## config.mk

```make
export PLATFORM = sky130hd
export DESIGN_NAME = signed_pow2_divide_sequencer
export DESIGN_NICKNAME = d
export VERILOG_FILES = /design/src/rtl/pow2_div_pkg.sv /design/src/rtl/arith_shift_right_by_one.sv /design/src/rtl/signed_pow2_divide_sequencer.sv
export SDC_FILE = /design/constraint.sdc
export NUM_CORES = 1
export LEC_CHECK = 0
export CAP_MARGIN = 20
export CORE_UTILIZATION = 30
export CTS_CLUSTER_DIAMETER = 60
export DETAILED_ROUTE_END_ITERATION = 10
export PLACE_DENSITY = 0.5
export SLEW_MARGIN = 0
export SYNTH_ARGS = -nofsm -noshare
export SYNTH_HDL_FRONTEND = slang
export SYNTH_SLANG_ARGS = --single-unit
```

## constraint.sdc

```tcl
create_clock -name clk -period 3.6 [get_ports clk]
set_clock_uncertainty 0.05 [all_clocks]
set_input_delay 0.72 -clock clk [delete_from_list [all_inputs] [get_ports clk]]
set_output_delay 0.72 -clock clk [all_outputs]
set_load 0.05 [all_outputs]
```

## src/rtl/pow2_div_pkg.sv

```systemverilog
// Shared types for the signed power-of-two divide sequencer.
package pow2_div_pkg;

  typedef enum logic [1:0] {
    IDLE  = 2'd0,
    SHIFT = 2'd1,
    ROUND = 2'd2,
    DONE  = 2'd3
  } state_t;

  typedef enum logic {
    MODE_ASR = 1'b0,
    MODE_DIV = 1'b1
  } mode_t;

endpackage

```

## src/rtl/arith_shift_right_by_one.sv

```systemverilog
// Single-step arithmetic right shift; exposes the bit that falls off the LSB.
module arith_shift_right_by_one #(
  parameter int W = 8
) (
  input  logic signed [W-1:0] a,
  output logic signed [W-1:0] y,
  output logic                shifted_out
);

  assign y           = {a[W-1], a[W-1:1]};
  assign shifted_out = a[0];

endmodule

```

## src/rtl/signed_pow2_divide_sequencer.sv

```systemverilog
// Multi-cycle signed shift / divide-by-2**S controller around a 1-bit ASR stage,
// with valid/ready handshakes on both sides and one operation in flight.
module signed_pow2_divide_sequencer #(
  parameter int W  = 8,
  parameter int SW = $clog2(W)
) (
  input  logic                clk,
  input  logic                rst,
  input  logic                in_valid,
  output logic                in_ready,
  input  logic signed [W-1:0] in_a,
  input  logic        [SW-1:0] in_s,
  input  logic                in_mode,
  output logic                out_valid,
  input  logic                out_ready,
  output logic signed [W-1:0] out_res,
  output logic                busy
);
  import pow2_div_pkg::*;

  localparam logic [SW-1:0] S_MAX      = SW'(W - 1);
  localparam bit            NEED_CLAMP = ((1 << SW) - 1) > (W - 1);

  state_t              state, state_nxt;
  logic [SW-1:0]       cnt;
  logic [SW-1:0]       s_lim;
  mode_t               mode;
  logic signed [W-1:0] acc;
  logic signed [W-1:0] acc_shr;
  logic                shr_bit;
  logic                sticky;
  logic                accept;
  logic                shifting;

  // A negative value that lost set bits sits strictly between two integers;
  // stepping up by one converts the floor result into a toward-zero result.
  function automatic logic signed [W-1:0] round_result(
    input logic signed [W-1:0] a,
    input logic                stk,
    input mode_t               m
  );
    if (m == MODE_DIV && a[W-1] && stk)
      return a + W'(1);
    return a;
  endfunction

  if (NEED_CLAMP) begin : g_clamp
    assign s_lim = (in_s > S_MAX) ? S_MAX : in_s;
  end else begin : g_noclamp
    assign s_lim = in_s;
  end

  assign in_ready  = (state == IDLE) && !rst;
  assign out_valid = (state == DONE);
  assign busy      = (state != IDLE);
  assign accept    = in_valid && in_ready;
  assign shifting  = (state == SHIFT) && (cnt != '0);

  arith_shift_right_by_one #(.W(W)) u_asr (
    .a           (acc),
    .y           (acc_shr),
    .shifted_out (shr_bit)
  );

  always_ff @(posedge clk) begin
    if (rst) state <= IDLE;
    else     state <= state_nxt;
  end

  always_comb begin
    state_nxt = state;
    case (state)
      IDLE:    if (accept)     state_nxt = SHIFT;
      SHIFT:   if (cnt == '0)  state_nxt = ROUND;
      ROUND:                   state_nxt = DONE;
      DONE:    if (out_ready)  state_nxt = IDLE;
      default:                 state_nxt = IDLE;
    endcase
  end

  // Control registers: shift counter, mode, and the visible result.
  always_ff @(posedge clk) begin
    if (rst) begin
      cnt     <= '0;
      mode    <= MODE_ASR;
      out_res <= '0;
    end else begin
      if (accept) begin
        cnt  <= s_lim;
        mode <= mode_t'(in_mode);
      end else if (shifting) begin
        cnt <= cnt - SW'(1);
      end
      if (state == ROUND)
        out_res <= round_result(acc, sticky, mode);
    end
  end

  // Datapath registers: accumulator and sticky bit carry no reset.
  always_ff @(posedge clk) begin
    if (accept) begin
      acc    <= in_a;
      sticky <= 1'b0;
    end else if (shifting) begin
      acc    <= acc_shr;
      sticky <= sticky | shr_bit;
    end else if (state == ROUND) begin
      acc    <= round_result(acc, sticky, mode);
    end
  end

endmodule

```

**Word-level counts from Yosys, hierarchy flattened**

Cells that the tools add are included.

- Output and inout bits: 11
- Input port bits: 16
- Logic and storage cells: 52
- Flip-flop bits (word level): 23

- Muxes and demuxes: 17
- Eq/ne operators: 7
- $add $sub $neg: 2
- Reduce and logical (&&, ||, !) cells: 18
- Bitwise operators: 1

Operators by type and width:

| kind | number |
|---|---|
| two-way mux 8 bit | 6 |
| nonzero test 3 bit | 3 |
| adder 8 x 2 -> 8 bit (second input constant) | 1 |
| one-hot mux 2 bit (4 select lines) | 1 |
| nonzero test 2 bit | 4 |
| two-way mux 2 bit | 3 |
| two-way mux 3 bit | 2 |
| AND reduction 3 bit | 2 |
| logical AND 1 bit | 5 |
| two-way mux 1 bit | 5 |
| equality test 2 bit (second input constant) | 2 |
| != test 2 x 1 -> 1 bit (second input constant) | 2 |
| != test 2 bit (second input constant) | 2 |
| logical NOT 3 bit | 1 |
| subtractor 3 x 1 -> 3 bit (second input constant) | 1 |
| equality test 2 x 1 -> 1 bit (second input constant) | 1 |
| logical NOT 2 bit | 1 |
| AND reduction 2 bit | 1 |
| logical NOT 1 bit | 1 |
| bitwise OR 1 bit | 1 |

**Longest topological paths before layout**

Gate-level depths: netlist of the first run.

- Depth in word-level cells: 10
- Mapped depth: 9
- Depth with buffers taken out: 7

**Cells and area by module**

From an unflattened synthesis of the first run, not the netlist that was laid out.

- Cell total of the unflattened synthesis: 157
- Area, all modules: 1391.3 µm²

Modules (own cells, without submodules):

| module | area an instance (µm²) | sequential area each (µm²) | cells each | instances |
|---|---|---|---|---|
| signed_pow2_divide_sequencer | 1323.8 | 540.5 | 148 | 1 |
| arith_shift_right_by_one | 67.6 | 0.0 | 9 | 1 |

**Worst setup path before layout of the first run**

OpenSTA, ideal clock, no wires.

- Kind: input port to flip-flop
- Start point: input rst
- End point: register acc[0], enable pin
- Setup time: 0.331 ns
- Stages: 4
- Required time: 3.219 ns
- Arrival: 2.101 ns
- Setup slack: 1.118 ns
- Path through: nor2b_1 -> nand2_1 -> clkbuf_1 -> nand3_1

- Longest elaborated chain between the ends: 5
- Elaborated cells on any way between the ends: 6
- Classes of those cells: reduce/logical: 6

RTL lines:

| what | RTL line | RTL |
|---|---|---|
| start: declaration | signed_pow2_divide_sequencer.sv:8 | `input logic rst,` |
| logical NOT 1 bit * | signed_pow2_divide_sequencer.sv:53 | `assign in_ready = (state == IDLE) && !rst;` |
| logical AND 1 bit * | signed_pow2_divide_sequencer.sv:53 |  |
| logical AND 1 bit * | signed_pow2_divide_sequencer.sv:56 | `assign accept = in_valid && in_ready;` |
| nonzero test 3 bit (no line) | -- |  |
| AND reduction 2 bit (no line) * | -- |  |
| end signal: assignment | signed_pow2_divide_sequencer.sv:102 | `acc <= in_a;` |
| end signal: assignment | signed_pow2_divide_sequencer.sv:105 | `acc <= acc_shr;` |
| end signal: assignment | signed_pow2_divide_sequencer.sv:108 | `acc <= round_result(acc, sticky, mode);` |
| end: declaration | signed_pow2_divide_sequencer.sv:28 | `logic signed [W-1:0] acc;` |

Every way passes the cells marked *; elsewhere a longest branch is shown, timed or not.
A chain may end at the register's enable or synchronous reset.

**Final worst setup path of the first run**

- Start point: register state[0]
- End point: output busy

- Longest elaborated chain between the ends: 1

RTL lines:

| what | RTL line | RTL |
|---|---|---|
| start: declaration | signed_pow2_divide_sequencer.sv:24 | `state_t state, state_nxt;` |
| start signal: assignment | signed_pow2_divide_sequencer.sv:67 | `else state <= state_nxt;` |
| nonzero test 2 bit | signed_pow2_divide_sequencer.sv:55 | `assign busy = (state != IDLE);` |
| end: declaration | signed_pow2_divide_sequencer.sv:17 | `output logic busy` |

Every way passes these cells.

==> results.cfg, run 1 <==
[timing]
hold_violations = 0
slew_violations = 0
setup_tns_ns = 0
fmax_mhz = 378
tightestPinTransition_ns = 0.619
period_share = 0.735
rsz0062_at_grt = no
setup_violations = 0
post-route-min-period_ns = 2.65
relSlewSlack = 0.588

[finish]
syn_to_final_growth_pct = 24.1
insertedDiodeCount = 0
drive_above_1_share = 0.0852
final_nets = 201
final_cell_count_no_fill = 228

[cts]
postCtsHoldBufs = 0
path_clk_slew_ns = 0.09
cts_resized = 0
cts-buffers-inserted = 3
cts_buffer_depth = 2
cts_root_buf = clkbuf_8
cts.sinks = 23
insertion_delay_ns = 0.27
post-cts-setup-buffer-count = 0
cts_tree = done
htree_levels = 1

[floorplan]
die_w_um = 69.3
row_count = 24
chipHeight_um = 69.3
core_area_um2 = 4350
start_util = 0.312
die_area_um2 = 4800
ios = 27

[power_and_ir_drop]
switching_power_w = 0.000618
swShare = 0.450
peakVddDrop_v = 0.000216
p_leak_nw = 0.598
seqPwrFrac = 0.355
p_per_area_nw_per_um2 = 814
p_int_w = 0.000754
clock_power_share = 0.125
pwr-share-comb = 0.519

[logic_synthesis]
synthAdderAreaFrac = 0.0737
synthXorXnorAreaFrac = 0.0581
synth_cells = 155
syn-mean-instance-area_um2 = 8.76
yosysUniqueCellTypes = 36
synthTopCellsByArea = dfxtp_1 22%, edfxtp_1 18%, ha_1 7.4%
yosysWarnings = 0
yosys.area.top_type = dfxtp_1
syn-num-nets = 179
ys_seq_area_frac = 0.398
syn_area_um2 = 1360
yosys.area_share.simple = 0.232
synthMuxAreaShare = 0.00737
synth-compound-area-share = 0.163
ys_ff_latch = 23
synth_top_family_by_area = simple AND/OR/NAND/NOR gates
synth_top_area_share = 0.221

[routing]
viasPerCell = 4.90
antenna_left = 0
dr_total_vias = 1117
route.detailed.drc = 0
firstDrtPassIters = 4
wirelength_um = 3080
first_iter_violations = 52
wire_per_inst_um = 13.5

[worst_setup_path]
crit_family = buffers and inverters
slowest_stage = clkdlybuf4s50_1
endpoint_kind = primary output
crit_chain = inv_1 -> ha_1 -> inv_1 -> clkdlybuf4s50_1
critPathMaxFanout = 4
required_ns = 2.83
slowest_delay_ns = 0.80
start_kind = flop
cpMostUsedCell = inv_1
crit_buf_inv = 3
critPathKind = flop to primary output
crit_arrival_ns = 1.88

[grt]
grt_use_total = 0.135
grt_max_degree = 20
grt_pass1_wl_um = 5200
antenna_found_initial = 0
grt_pass1_vias = 1088
grt-ovfl-total = 0

[place]
placed_cells = 224
gp_congestion = 0.717
dp_hpwl_um = 2320
port-buffer-count = 26

[run_status]
status = finished, final reports clean

[flow_run]
maxCapViolCount = 0

[worst_hold_path]
min_path_type = flop to flop
==> metal layers <==
metal	track usage	vias up	share of wire
met5	0	-	0
met4	0.0544	0	0.018
met3	0.0174	5	0.025
met2	0.217	21	0.45
met1	0.182	509	0.51
li1	-	582	-
==> through the flow <==
| step | hold WS [ns] | worst slack [ns] | instance area, um^2 | power (W) | util |
|---|---|---|---|---|---|
| after global routing | 0.465 | 0.846 | 1690 | 0.00149 | 0.387 |
| after global placement | 0.424 | 0.999 | 1640 | 0.00119 | 0.376 |
| after detailed placement | 0.431 | 0.925 | 1640 | 0.00121 | 0.376 |
| after floorplan | 0.400 | 1.12 | 1360 | 0.00102 | - |
| after CTS | 0.443 | 0.943 | 1690 | 0.00138 | 0.387 |
| final | 0.441 | 0.953 | 1690 | 0.00137 | 0.387 |
==> cells by family after synthesis <==
family	count (synthesis)
AND/OR/NAND/NOR	63
multiplexers	1
adder cells (fa/ha/maj)	8
AO/OA/AOI/OAI	31
buffers and inverters	20
flip-flops	23
XOR/XNOR	9
==> path summary, 6_finish.rpt <==
check / endpoint / slack (ns) / from / depth (start not counted)
max reg2reg: acc[5] / 1.55 / state[0] / 6
min reg2reg: out_res[1] / 0.44 / out_res[1] / 2
max: busy / 0.95 / state[0] / 4
min: out_res[1] / 0.44 / out_res[1] / 2
==> Yosys cell counts (all sizes together) <==
library cell  number
mux2i              1
nand3              7
nand3b             1
xnor2              8
a211oi             6
buf                8
nand2             20
clkbuf             3
xor2               1
nand2b             1
edfxtp             8
a22o               2
a31oi              2
or3                4
a311oi             3
nor2              17
o211ai             3
inv                9
ha                 8
dfxtp             15
o31ai              1
o21ai              6
a21oi              6
and3               1
and2               1
o221a              1
nor3               9
nor2b              2
a211o              1
==> layout make-up <==
class | instances | area [um^2]
Clock buffer | 3 | 41.3
Clock inverter | 1 | 6.26
Fill cell | 437 | 2670
Inverter | 9 | 33.8
Multi-Input combinational cell | 112 | 726
Sequential cell | 23 | 541
Tap cell | 52 | 65.1
Timing Repair Buffer | 28 | 273
==> placed cells by master (no fill, tap or decap), types with 4 or more instances in the layout <==
cell type	instances
a211oi_1	5
clkdlybuf4s50_1	25
edfxtp_1	8
xnor2_1	8
a21oi_1	6
nand2_1	20
dfxtp_1	15
nor2_1	17
inv_1	9
nand3_1	5
nor3_1	6
or3_1	4
ha_1	8
o21ai_0	5
==> state kept, by name, summed over array words and instances (netlist names) <==
signal,cells
acc,8
out_res,8
cnt,3
state,2
mode,1
sticky,1
==> worst reg2reg max path, stage by stage, from the launching register on <==
cell and delay [ns]:
dfxtp_1 0.35, inv_1 0.11, ha_1 0.19, nor2b_1 0.22, and2_1 0.56, a21oi_1 0.11
a22o_1 0.22
==> power by group through the flow <==
stage	sequential [W]	combinational, W	clock (W)
after floorplan	0.000542	0.000480	0
after detailed placement	0.000493	0.000714	0
after CTS	0.000487	0.000719	0.000175
after global placement	0.000489	0.000703	0
final	0.000488	0.000713	0.000172
after global routing	0.000501	0.000798	0.000187
Power figures use the tool's default switching activity.
==> inputs of run 2 (changes only) <==
--- a/config.mk
+++ b/config.mk
@@ -9,7 +9,7 @@
 export CORE_UTILIZATION = 30
 export CTS_CLUSTER_DIAMETER = 60
 export DETAILED_ROUTE_END_ITERATION = 10
-export PLACE_DENSITY = 0.5
+export PLACE_DENSITY = 0.52
 export SLEW_MARGIN = 0
 export SYNTH_ARGS = -nofsm -noshare
 export SYNTH_HDL_FRONTEND = slang
==> constraint.sdc (replaced) <==
create_clock -name clk -period 2.4 [get_ports clk]
set_clock_uncertainty 0.05 [all_clocks]
set_input_delay 0.48 -clock clk [delete_from_list [all_inputs] [get_ports clk]]
set_output_delay 0.48 -clock clk [all_outputs]
set_load 0.05 [all_outputs]
==> results.cfg, run 2 (synthesis results as in run 1) <==
[finish]
insertedDiodeCount = 0
final_cell_area_um2 = 1720
fillers = 448
final_nets = 205
regArea_um2 = 541
syn_to_final_growth_pct = 26.9
final_common_cell = clkdlybuf4s50_1
mostFrequentLayoutCells = 24 x clkdlybuf4s50_1, 20 x nand2_1, 17 x nor2_1
drive_above_1_share = 0.106
top_regs = acc: 8 flops, out_res: 8 flops, cnt: 3 flops
multi_input_area_um2 = 726

[cts]
path_clk_slew_ns = 0.08
cts_root_buf = clkbuf_8
post-cts-setup-buffer-count = 0
cts_resized = 0
cts-buffers-inserted = 3
postCtsHoldBufs = 0
insertion_delay_ns = 0.26
cts_tree = done
cts_buffer_depth = 2
htree_levels = 1
cts.sinks = 23

[routing]
firstDrtPassIters = 5
first_iter_violations = 32
route.detailed.drc = 0
wire_per_inst_um = 12.6
wirelength_um = 2930
dr_total_vias = 1104
viasPerCell = 4.76
antenna_left = 0

[worst_hold_path]
hold_start = out_res[1]
min_path_type = flop to flop
worstHoldEndpoint = out_res[1]
hold_depth = 2

[floorplan]
core_area_um2 = 4350
start_util = 0.312
ios = 27
row_count = 24
die_w_um = 69.3
chipHeight_um = 69.3
die_area_um2 = 4800

[worst_setup_path]
critPathMaxFanout = 4
crit_arrival_ns = 1.65
slowest_stage = clkdlybuf4s50_1
ff2ff_path_depth = 5
critPathKind = flop to primary output
r2r_end = acc[0]
required_ns = 1.87
crit_buf_inv = 1
start_kind = flop
r2r_slack_ns = 0.51
crit_family = buffers and inverters
rr_startpoint = cnt[0]
slowest_delay_ns = 0.81
endpoint_kind = primary output
crit_chain = ha_1 -> clkdlybuf4s50_1

[power_and_ir_drop]
pwr-share-comb = 0.529
seqPwrFrac = 0.354
p_per_area_nw_per_um2 = 1200
switching_power_w = 0.000903
clock_power_share = 0.118
peakVddDrop_v = 0.000330
p_int_w = 0.00116
swShare = 0.438
p_leak_nw = 0.620

[timing]
hold_violations = 0
relSlewSlack = 0.643
tightestPinTransition_ns = 0.536
slew_violations = 0
setup_violations = 0
rsz0062_at_grt = no
setup_ws_ns = 0.223
fmax_mhz = 459
setup_tns_ns = 0
period_share = 0.907
post-route-min-period_ns = 2.18

[place]
gp_congestion = 0.777
place_area_um2 = 1680
dp_slack_ns = 0.277
dp_hpwl_um = 2240
port-buffer-count = 26

[run_status]
status = finished, final reports clean

[grt]
grt-ovfl-total = 0
grt_max_degree = 19
antenna_found_initial = 0
grt_pass1_wl_um = 5200
grt_use_total = 0.134
grt_pass1_vias = 1148

[flow_run]
maxCapViolCount = 0
run 2: cell count changes in the layout (fill, tap and decap cells not counted), sizes merged:
cell	change
buf	+5
clkbuf	+1
clkdlybuf4s50	-1
inv	-1
run 2: worst max path at each step:
stage,end,slack [ns],cells past startpoint,start
global route,out_valid,0.17,2,state[1]
floorplan,acc[0],0.05,6,state[0]
global placement,acc[5],0.32,5,rst
detailed placement,acc[5],0.28,5,rst
CTS,out_valid,0.21,2,state[0]
finish,out_valid,0.22,2,state[0]
run 2: per-layer routing:
metal / up-vias / GRT usage / wire length (um)
met5: - / 0 / 0
met4: 0 / 0.0544 / 50
met3: 4 / 0.0189 / 92
met2: 21 / 0.232 / 1390
met1: 488 / 0.167 / 1400
li1: 591 / - / -
run 2: worst register-to-register path: cells and delay by family, from the launching register on:
| kind | cells | cell delay (ns) |
|---|---|---|
| AND/OR/NAND/NOR | 2 | 0.73 |
| adder cells (fa/ha/maj) | 2 | 0.37 |
| flip-flops | 1 | 0.35 |
| buffers and inverters | 1 | 0.05 |
run 2: area by class of cell:
class / instances / share of cell area
Multi-Input combinational cell: 112 / 0.421
Sequential cell: 23 / 0.314
Timing Repair Buffer: 32 / 0.182
Tap cell: 52 / 0.0378
Clock buffer: 4 / 0.0261
Inverter: 9 / 0.0196
run 2: metrics by stage:
| stage | utilization | hold slack (ns) | total power [W] | cells |
|---|---|---|---|---|
| after global placement | 0.385 | 0.427 | 0.00182 | 228 |
| after global routing | 0.396 | 0.469 | 0.00224 | 232 |
| after detailed placement | 0.385 | 0.433 | 0.00184 | 228 |
| after CTS | 0.396 | 0.445 | 0.00208 | 232 |
| final | 0.396 | 0.437 | 0.00206 | 232 |
| after floorplan | - | 0.400 | 0.00153 | 155 |
run 2: power groups by stage:
stage | Clock, W | Combinational (W) | Sequential, W
floorplan | 0 | 0.000720 | 0.000813
global placement | 0 | 0.00109 | 0.000734
detailed placement | 0 | 0.00110 | 0.000739
CTS | 0.000250 | 0.00110 | 0.000730
global route | 0.000264 | 0.00122 | 0.000751
finish | 0.000242 | 0.00109 | 0.000729
==> inputs of run 3 (changes only) <==
--- a/config.mk
+++ b/config.mk
@@ -6,10 +6,10 @@
 export NUM_CORES = 1
 export LEC_CHECK = 0
 export CAP_MARGIN = 20
-export CORE_UTILIZATION = 30
+export CORE_UTILIZATION = 46
 export CTS_CLUSTER_DIAMETER = 60
 export DETAILED_ROUTE_END_ITERATION = 10
-export PLACE_DENSITY = 0.52
+export PLACE_DENSITY = 0.74
 export SLEW_MARGIN = 0
 export SYNTH_ARGS = -nofsm -noshare
 export SYNTH_HDL_FRONTEND = slang
==> results.cfg, run 3 (synthesis results as in run 1) <==
[run_status]
status = finished, final reports clean

[worst_setup_path]
critPathKind = flop to primary output
start_kind = flop
endpoint_kind = primary output
critPathMaxFanout = 4
required_ns = 1.87
ff2ff_path_depth = 5
r2r_slack_ns = 0.50
rr_startpoint = cnt[0]
r2r_end = acc[0]
crit_arrival_ns = 1.71

[floorplan]
start_util = 0.488
row_count = 19
ios = 27
die_w_um = 56.3
core_area_um2 = 2780
die_area_um2 = 3170
chipHeight_um = 56.3

[place]
dp_slack_ns = 0.375
dp_hpwl_um = 2120
gp_congestion = 0.845
port-buffer-count = 26

[timing]
rsz0062_at_grt = no
setup_violations = 0
post-route-min-period_ns = 2.24
setup_tns_ns = 0
tightestPinTransition_ns = 0.492
hold_violations = 0
period_share = 0.934
relSlewSlack = 0.671
fmax_mhz = 446
setup_ws_ns = 0.159
slew_violations = 0

[routing]
wirelength_um = 2800
route.detailed.drc = 0
wire_per_inst_um = 13.2
first_iter_violations = 36
antenna_left = 0
dr_total_vias = 1195
viasPerCell = 5.66
firstDrtPassIters = 4

[finish]
drive_above_1_share = 0.106
fin_util = 0.603
top_regs = acc: 8 flops, out_res: 8 flops, cnt: 3 flops
final_common_cell = clkdlybuf4s50_1
insertedDiodeCount = 0
final_nets = 205
mostFrequentLayoutCells = 24 x clkdlybuf4s50_1, 20 x nand2_1, 17 x nor2_1
syn_to_final_growth_pct = 23.6

[cts]
insertion_delay_ns = 0.31
cts_tree = done
htree_levels = 1
cts-buffers-inserted = 3
postCtsHoldBufs = 0
cts_buffer_depth = 2
cts.sinks = 23
cts_root_buf = clkbuf_4
cts_resized = 0
post-cts-setup-buffer-count = 0
path_clk_slew_ns = 0.13

[power_and_ir_drop]
p_per_area_nw_per_um2 = 1200
p_leak_nw = 0.612
peakVddDrop_v = 0.000744

[grt]
grt-ovfl-total = 0
grt_pass1_vias = 1067
met3_usage = 0.0253
grt_use_total = 0.186
antenna_found_initial = 0
grt_max_degree = 16
grt.busiest_layer = met2
met1_usage = 0.261
use_met2 = 0.296
grt_pass1_wl_um = 4800

[worst_hold_path]
hold_depth = 2
hold_start = out_res[3]
worstHoldEndpoint = out_res[3]
min_path_type = flop to flop

[flow_run]
maxCapViolCount = 0
run 3: critical path: stages (launching register included):
cell	delay (ns)
dfxtp_1	0.41
ha_1	0.19
clkdlybuf4s50_1	0.80
run 3: worst max-delay path by stage:
stage,end,startpoint,cells past startpoint
floorplan,acc[0],state[0],6
global placement,acc[7],rst,5
detailed placement,acc[7],rst,5
CTS,out_valid,state[0],2
global route,out_valid,state[0],2
finish,out_valid,state[0],2
run 3: power breakdown:
part / internal (W) / leakage, nW / switching [W]
combinational: 0.000457 / 0.399 / 0.000642
sequential: 0.000585 / 0.198 / 0.000146
clock: 0.0000648 / 0.0150 / 0.000117
total: 0.00111 / 0.612 / 0.000905
run 3: per-stage QoR:
step                      std cells  instance area [um^2]  power (W)  hold WS [ns]
after floorplan                 155                  1360    0.00153         0.400
after detailed placement        207                  1650    0.00183         0.430
final                           211                  1680    0.00201         0.441
after global placement          207                  1650    0.00180         0.425
after CTS                       211                  1680    0.00202         0.448
after global routing            211                  1680    0.00217         0.476
run 3: final cells by class:
cell class	instances	area (um^2)
Multi-Input combinational cell	112	726
Sequential cell	23	541
Timing Repair Buffer	32	313
Tap cell	31	38.8
Fill cell	232	1100
Clock buffer	4	26.3
Inverter	9	33.8
run 3: per-layer routing:
metal / vias to the layer above / wire length (um)
met4: 0 / 25
met3: 4 / 123
met5: - / 0
met2: 40 / 1300
met1: 556 / 1350
li1: 595 / -
